### src/rtl/alu_mc.sv
// Multi-cycle integer execute unit: single-cycle RV32I ALU ops plus iterative RV32M
// multiply (shift-add) and divide (restoring), with valid/ready on both sides.
module alu_mc #(
    parameter int unsigned XLEN     = 32,
    parameter bit          ENABLE_M = 1'b1
) (
    input  logic            clk,
    input  logic            rst,
    input  logic            in_valid,
    output logic            in_ready,
    input  logic [XLEN-1:0] op1,
    input  logic [XLEN-1:0] op2,
    input  logic [3:0]      field,
    input  logic            m_ext,
    output logic            out_valid,
    input  logic            out_ready,
    output logic [XLEN-1:0] result,
    output logic            busy
);
    localparam int unsigned SHW = $clog2(XLEN);

    typedef enum logic [1:0] {StIdle, StMul, StDiv, StDone} state_t;

    state_t            state;
    logic [XLEN-1:0]   hi;   // mul: accumulator high half / div: partial remainder
    logic [XLEN-1:0]   lo;   // mul: multiplier shifting out / div: dividend -> quotient
    logic [XLEN-1:0]   opa;  // mul: multiplicand magnitude / div: divisor magnitude
    logic              neg;
    logic [2:0]        f3;
    logic [SHW-1:0]    cnt;

    logic              accept, m_op;
    logic [SHW-1:0]    shamt;
    logic [XLEN-1:0]   alu_res;

    assign in_ready = !rst && (state == StIdle) && (!out_valid || out_ready);
    assign accept   = in_valid && in_ready;
    assign m_op     = ENABLE_M && m_ext;
    assign busy     = (state != StIdle);
    assign shamt    = op2[SHW-1:0];

    always_comb begin
        alu_res = '0;
        case (field)
            4'b0000: alu_res = op1 + op2;
            4'b1000: alu_res = op1 - op2;
            4'b0111: alu_res = op1 & op2;
            4'b0110: alu_res = op1 | op2;
            4'b0100: alu_res = op1 ^ op2;
            4'b0001: alu_res = op1 << shamt;
            4'b0101: alu_res = op1 >> shamt;
            4'b1101: alu_res = XLEN'($signed(op1) >>> shamt);
            4'b0010: alu_res = {{(XLEN-1){1'b0}}, $signed(op1) < $signed(op2)};
            4'b0011: alu_res = {{(XLEN-1){1'b0}}, op1 < op2};
            default: alu_res = '0;
        endcase
    end

    // Operand signedness by funct3: div ops signed when funct3[0]==0; MULHU unsigned
    // both, MULHSU unsigned op2 only.
    logic            op1_signed, op2_signed, neg1, neg2, sign_in;
    logic [XLEN-1:0] mag1, mag2;
    logic            div_zero, ovf, special;
    logic [XLEN-1:0] spec_res;

    always_comb begin
        op1_signed = field[2] ? !field[0] : (field[1:0] != 2'b11);
        op2_signed = field[2] ? !field[0] : !field[1];
        neg1       = op1_signed && op1[XLEN-1];
        neg2       = op2_signed && op2[XLEN-1];
        mag1       = neg1 ? -op1 : op1;
        mag2       = neg2 ? -op2 : op2;
        sign_in    = (field[2] && field[1]) ? neg1 : (neg1 ^ neg2);
        div_zero   = (op2 == '0);
        ovf        = !field[0] && (op1 == {1'b1, {(XLEN-1){1'b0}}}) && (op2 == '1);
        special    = field[2] && (div_zero || ovf);
        if (div_zero) spec_res = field[1] ? op1 : '1;
        else          spec_res = field[1] ? '0 : op1;
    end

    logic [XLEN:0]     msum, r_sh, diff;
    logic              ge;
    logic [XLEN-1:0]   step_hi, step_lo;

    always_comb begin
        msum = {1'b0, hi} + (lo[0] ? {1'b0, opa} : '0);
        r_sh = {hi, lo[XLEN-1]};
        diff = r_sh - {1'b0, opa};
        ge   = !diff[XLEN];
        if (f3[2]) begin
            step_hi = ge ? diff[XLEN-1:0] : r_sh[XLEN-1:0];
            step_lo = {lo[XLEN-2:0], ge};
        end else begin
            step_hi = msum[XLEN:1];
            step_lo = {msum[0], lo[XLEN-1:1]};
        end
    end

    // The last iteration is folded into StDone together with the sign fix-up.
    logic [2*XLEN-1:0] prod, prod_s;
    logic [XLEN-1:0]   mul_res, div_res, fin_res;

    always_comb begin
        prod    = {step_hi, step_lo};
        prod_s  = neg ? -prod : prod;
        mul_res = (f3[1:0] == 2'b00) ? prod_s[XLEN-1:0] : prod_s[2*XLEN-1:XLEN];
        if (f3[1]) div_res = neg ? -step_hi : step_hi;
        else       div_res = neg ? -step_lo : step_lo;
        fin_res = f3[2] ? div_res : mul_res;
    end

    always_ff @(posedge clk) begin
        if (rst) begin
            state     <= StIdle;
            out_valid <= 1'b0;
            result    <= '0;
            hi        <= '0;
            lo        <= '0;
            opa       <= '0;
            neg       <= 1'b0;
            f3        <= '0;
            cnt       <= '0;
        end else begin
            if (out_valid && out_ready) out_valid <= 1'b0;
            case (state)
                StIdle: begin
                    if (accept) begin
                        if (m_op && !special) begin
                            state <= field[2] ? StDiv : StMul;
                            hi    <= '0;
                            lo    <= mag1;
                            opa   <= mag2;
                            neg   <= sign_in;
                            f3    <= field[2:0];
                            cnt   <= '0;
                        end else begin
                            result    <= m_op ? spec_res : alu_res;
                            out_valid <= 1'b1;
                        end
                    end
                end
                StMul, StDiv: begin
                    hi  <= step_hi;
                    lo  <= step_lo;
                    cnt <= cnt + 1'b1;
                    if (cnt == SHW'(XLEN - 2)) state <= StDone;
                end
                StDone: begin
                    result    <= fin_res;
                    out_valid <= 1'b1;
                    state     <= StIdle;
                end
                default: state <= StIdle;
            endcase
        end
    end
endmodule
### config.mk
export PLATFORM = sky130hd
export DESIGN_NAME = alu_mc
export DESIGN_NICKNAME = d
export VERILOG_FILES = /design/src/rtl/alu_mc.sv
export SDC_FILE = /design/constraint.sdc
export NUM_CORES = 1
export LEC_CHECK = 0
export CAP_MARGIN = 20
export CORE_ASPECT_RATIO = 1.4
export CORE_MARGIN = 4
export CORE_UTILIZATION = 35
export DETAILED_ROUTE_END_ITERATION = 10
export GPL_ROUTABILITY_DRIVEN = 0
export HOLD_SLACK_MARGIN = 0.1
export PLACE_DENSITY = 0.48
export SYNTH_ARGS = -nofsm -noshare
export SYNTH_HDL_FRONTEND = slang
export SYNTH_SLANG_ARGS = --single-unit
### constraint.sdc
create_clock -name clk -period 6.2 [get_ports clk]
set_input_delay 0.93 -clock clk [delete_from_list [all_inputs] [get_ports clk]]
set_output_delay 0.93 -clock clk [all_outputs]
set_load 0.03 [all_outputs]
==> summary.txt <==
Timing
  – Maximum clock rate: 169 MHz
  – Clk_skew: 0.00974 ns
  – Tcrit/Tclk final: 95.3%
  – Sum Neg Setup Slack: 0 ns
  – Final setup viols: 0
  – Minimum clock period: 5.91 ns
  – RSZ-0062 raised after global routing: no
  – Max-slew headroom: 14.4%
  – Worst Tran Pin Value: 1.27 ns
  – Fin. Hold Viols: 0
  – Max Slew Vio Count: 0

Clocking
  – Clock Tree Buf Depth: 2
  – Post-CTS Setup Bufs: 0
  – H-tree levels: 4
  – CTS sink cnt: 140
  – Worst-Skew Late Latency: 0.46 ns
  – Root buf cell: clkbuf_16
  – CTS Buf Count: 17
  – Cts hold-fix bufs: 0
  – CTS tree: yes
  – Clock-pin slew on the worst setup and hold paths: 0.07 ns
  – Post-cts resize count: 0

Die
  – Area of the die: 70700 um^2
  – Core ar.: 65700 um^2
  – Initial Util: 35.4%
  – # rows: 111
  – Die height: 313 um
  – Die width: 226 um
  – # IOs: 108

Critical path
  – Critical path arrival: 6.26 ns
  – CP Cell Sequence: inv_1, ha_1, fa_1, nand2b_1, a21oi_1, o211a_1, o21a_4, a221o_2, o31ai_1, inv_1, ha_1, nand4_1, or3_1, or3_1, nor2_1, nand3_1, mux2_1, a221oi_1, nor3_1, a31o_1
  – Worst-path fanout max: 6
  – Critical path type: flop to flop
  – Slowest Stage Delay on Critical Path: 0.54 ns
  – Crit path required time: 6.55 ns
  – Worst R2R Setup Slack: 0.29 ns
  – CP max stage cell: nor2_1
  – Crit end category: flop
  – Critical path startpoint category: flop

GRT
  – Global-route usage over all layers: 34.7%
  – Global route overflow: 0
  – Largest net degree at the start of global routing: 86
  – Initial antenna violation count: 5
  – Number of global-route vias before repair: 27100
  – Global-route wire length before repair: 184 mm

Drt
  – Vias: 28300
  – Post-route DRC violation count: 0
  – DRT Wirelength: 128 mm
  – Post-route ant nets: 0
  – DR iter-0 viols: 4008
  – WL/cell: 29.8 um
  – Vias/cell: 6.58
  – Drt pass-1 iters: 7

Min path
  – HP Class: flop to flop

Logic synthesis
  – Post-synth cell types: 107
  – Ys async rst share: 0%
  – Post-synthesis sequential area ratio: 12.0%
  – Average size of a mapped cell: 6.82 um^2
  – Post-synth EDFFs: 0
  – #FFs+latches synth: 140
  – Synth Flop Type: dfxtp_1
  – Post-synthesis cell count: 3413
  – Synthesized area: 23300 um^2
  – Synth warn: 0
  – Syn nets: 3661

Final layout
  – Layout net count: 3684
  – # fillers: 7062
  – Ratio of cells with drive above 1 in the final layout: 9.02%
  – Commonest non-fill, non-tap cell in the layout: nor2_1
  – Final core occ: 39.9%
  – Synth-to-layout area growth: 12.5%
  – Commonest non-fill, non-tap cells in the layout: nor2_1 (445), o21ai_0 (304), nand2_1 (299)

Place
  – Port bufs: 107
  – DPL Wire Length: 99.7 mm

Power and ir drop
  – VDD IR max: 0.000245 V
  – Leakage power: 10.3 nW
  – Power per Cell Area: 236 nW/um^2

Flow run
  – Max-Cap Viols: 0

Outcome
  – Run status: finished clean
==> synthesized netlist by cell type (12+ instances only) <==
| cell type | count | area (um^2) |
|---|---|---|
| nor2_1 | 446 | 1670 |
| clkbuf_1 | 203 | 762 |
| xor2_1 | 44 | 385 |
| a211o_1 | 12 | 105 |
| buf_1 | 32 | 120 |
| nor3_1 | 82 | 410 |
| xnor2_1 | 141 | 1230 |
| and3_1 | 15 | 93.8 |
| a211oi_1 | 95 | 713 |
| nand3_1 | 66 | 330 |
| a21oi_1 | 280 | 1400 |
| nand4_1 | 37 | 231 |
| o21a_1 | 17 | 128 |
| nand2b_1 | 17 | 106 |
| a221oi_1 | 45 | 394 |
| mux4_2 | 19 | 428 |
| mux2_2 | 31 | 349 |
| a31oi_1 | 31 | 194 |
| o41ai_1 | 14 | 123 |
| o21ai_0 | 304 | 1520 |
| o22ai_1 | 22 | 138 |
| a22oi_1 | 31 | 233 |
| nor2b_1 | 12 | 75.1 |
| nor4_1 | 23 | 144 |
| a21o_1 | 48 | 360 |
| o31ai_1 | 36 | 270 |
| a222oi_1 | 25 | 250 |
| mux2i_1 | 105 | 1050 |
| o21bai_1 | 25 | 188 |
| or3_1 | 37 | 231 |
| o221ai_1 | 16 | 140 |
| inv_1 | 159 | 597 |
| ha_1 | 171 | 2140 |
| o211ai_1 | 39 | 293 |
| or2_2 | 19 | 119 |
| nand2_1 | 299 | 1120 |
| and2_1 | 48 | 300 |
| dfxtp_1 | 140 | 2800 |
==> per-stage QoR <==
stage	instances	power [mW]	area (um^2)	setup WS (ns)	hold slack [ns]
6_report	4297	6.18	26200	0.288	0.483
3_3_place_gp	4263	4.88	25600	0.253	0.457
2_1_floorplan	3413	3.44	23300	0.962	0.449
5_1_grt	4296	6.43	26200	0.144	0.512
4_1_cts	4296	6.06	26200	0.410	0.486
3_5_place_dp	4264	4.90	25600	0.318	0.477
==> power by group <==
part | internal (mW) | switching, mW | leakage (nW)
registers | 0.983 | 0.110 | 1.14
clock network | 0.654 | 0.489 | 0.301
logic | 1.28 | 2.66 | 8.87
total | 2.92 | 3.26 | 10.3
==> kinds of logic after synthesis <==
group / Yosys count / synth area share, %
xor+xnor: 185 / 6.96
buf+inv: 414 / 6.88
compound gates: 1193 / 34.0
fa+ha+maj: 175 / 9.54
flops: 140 / 12.0
simple gates: 1150 / 22.6
mux: 156 / 7.90
==> critical path, delay by kind of cell, from the launching register on <==
| family | cells | cell delay, ns |
|---|---|---|
| compound gates | 7 | 1.81 |
| fa+ha+maj | 3 | 0.89 |
| buf+inv | 2 | 0.21 |
| flops | 1 | 0.33 |
| mux | 1 | 0.36 |
| simple gates | 7 | 2.20 |
==> flip-flops by register name, summed over array words and instances (netlist names) <==
signal / count
out_valid: 1
lo: 32
result: 32
neg: 1
opa: 32
f3: 3
cnt: 5
hi: 32
state: 2
==> area by class of cell <==
cell class	instances	area, um^2	share of cell area, %
inverters	162	608	2.32
flip-flops and latches	140	2810	10.7
multi-input cells	2859	18900	72.2
clock inverters	13	179	0.683
well taps	847	1060	4.05
clock buffers	19	443	1.69
diodes	1	2.50	0.00955
repair buffers	256	2190	8.35
==> routing by layer <==
metal	track usage, %	vias up	routed length [um]
li1	-	12600	-
met1	39.0	13300	45400
met2	57.4	1765	58300
met3	6.79	540	11200
met4	26.8	12	13000
met5	0	-	83
==> path summary, 6_finish.rpt <==
path / start / endpoint / cells past startpoint
max: lo[31] / result[22] / 20
min: state[1] / state[1] / 2
max reg2reg: lo[31] / result[22] / 20
min reg2reg: state[1] / state[1] / 2
No activity file was read; power rests on OpenSTA's default activity.
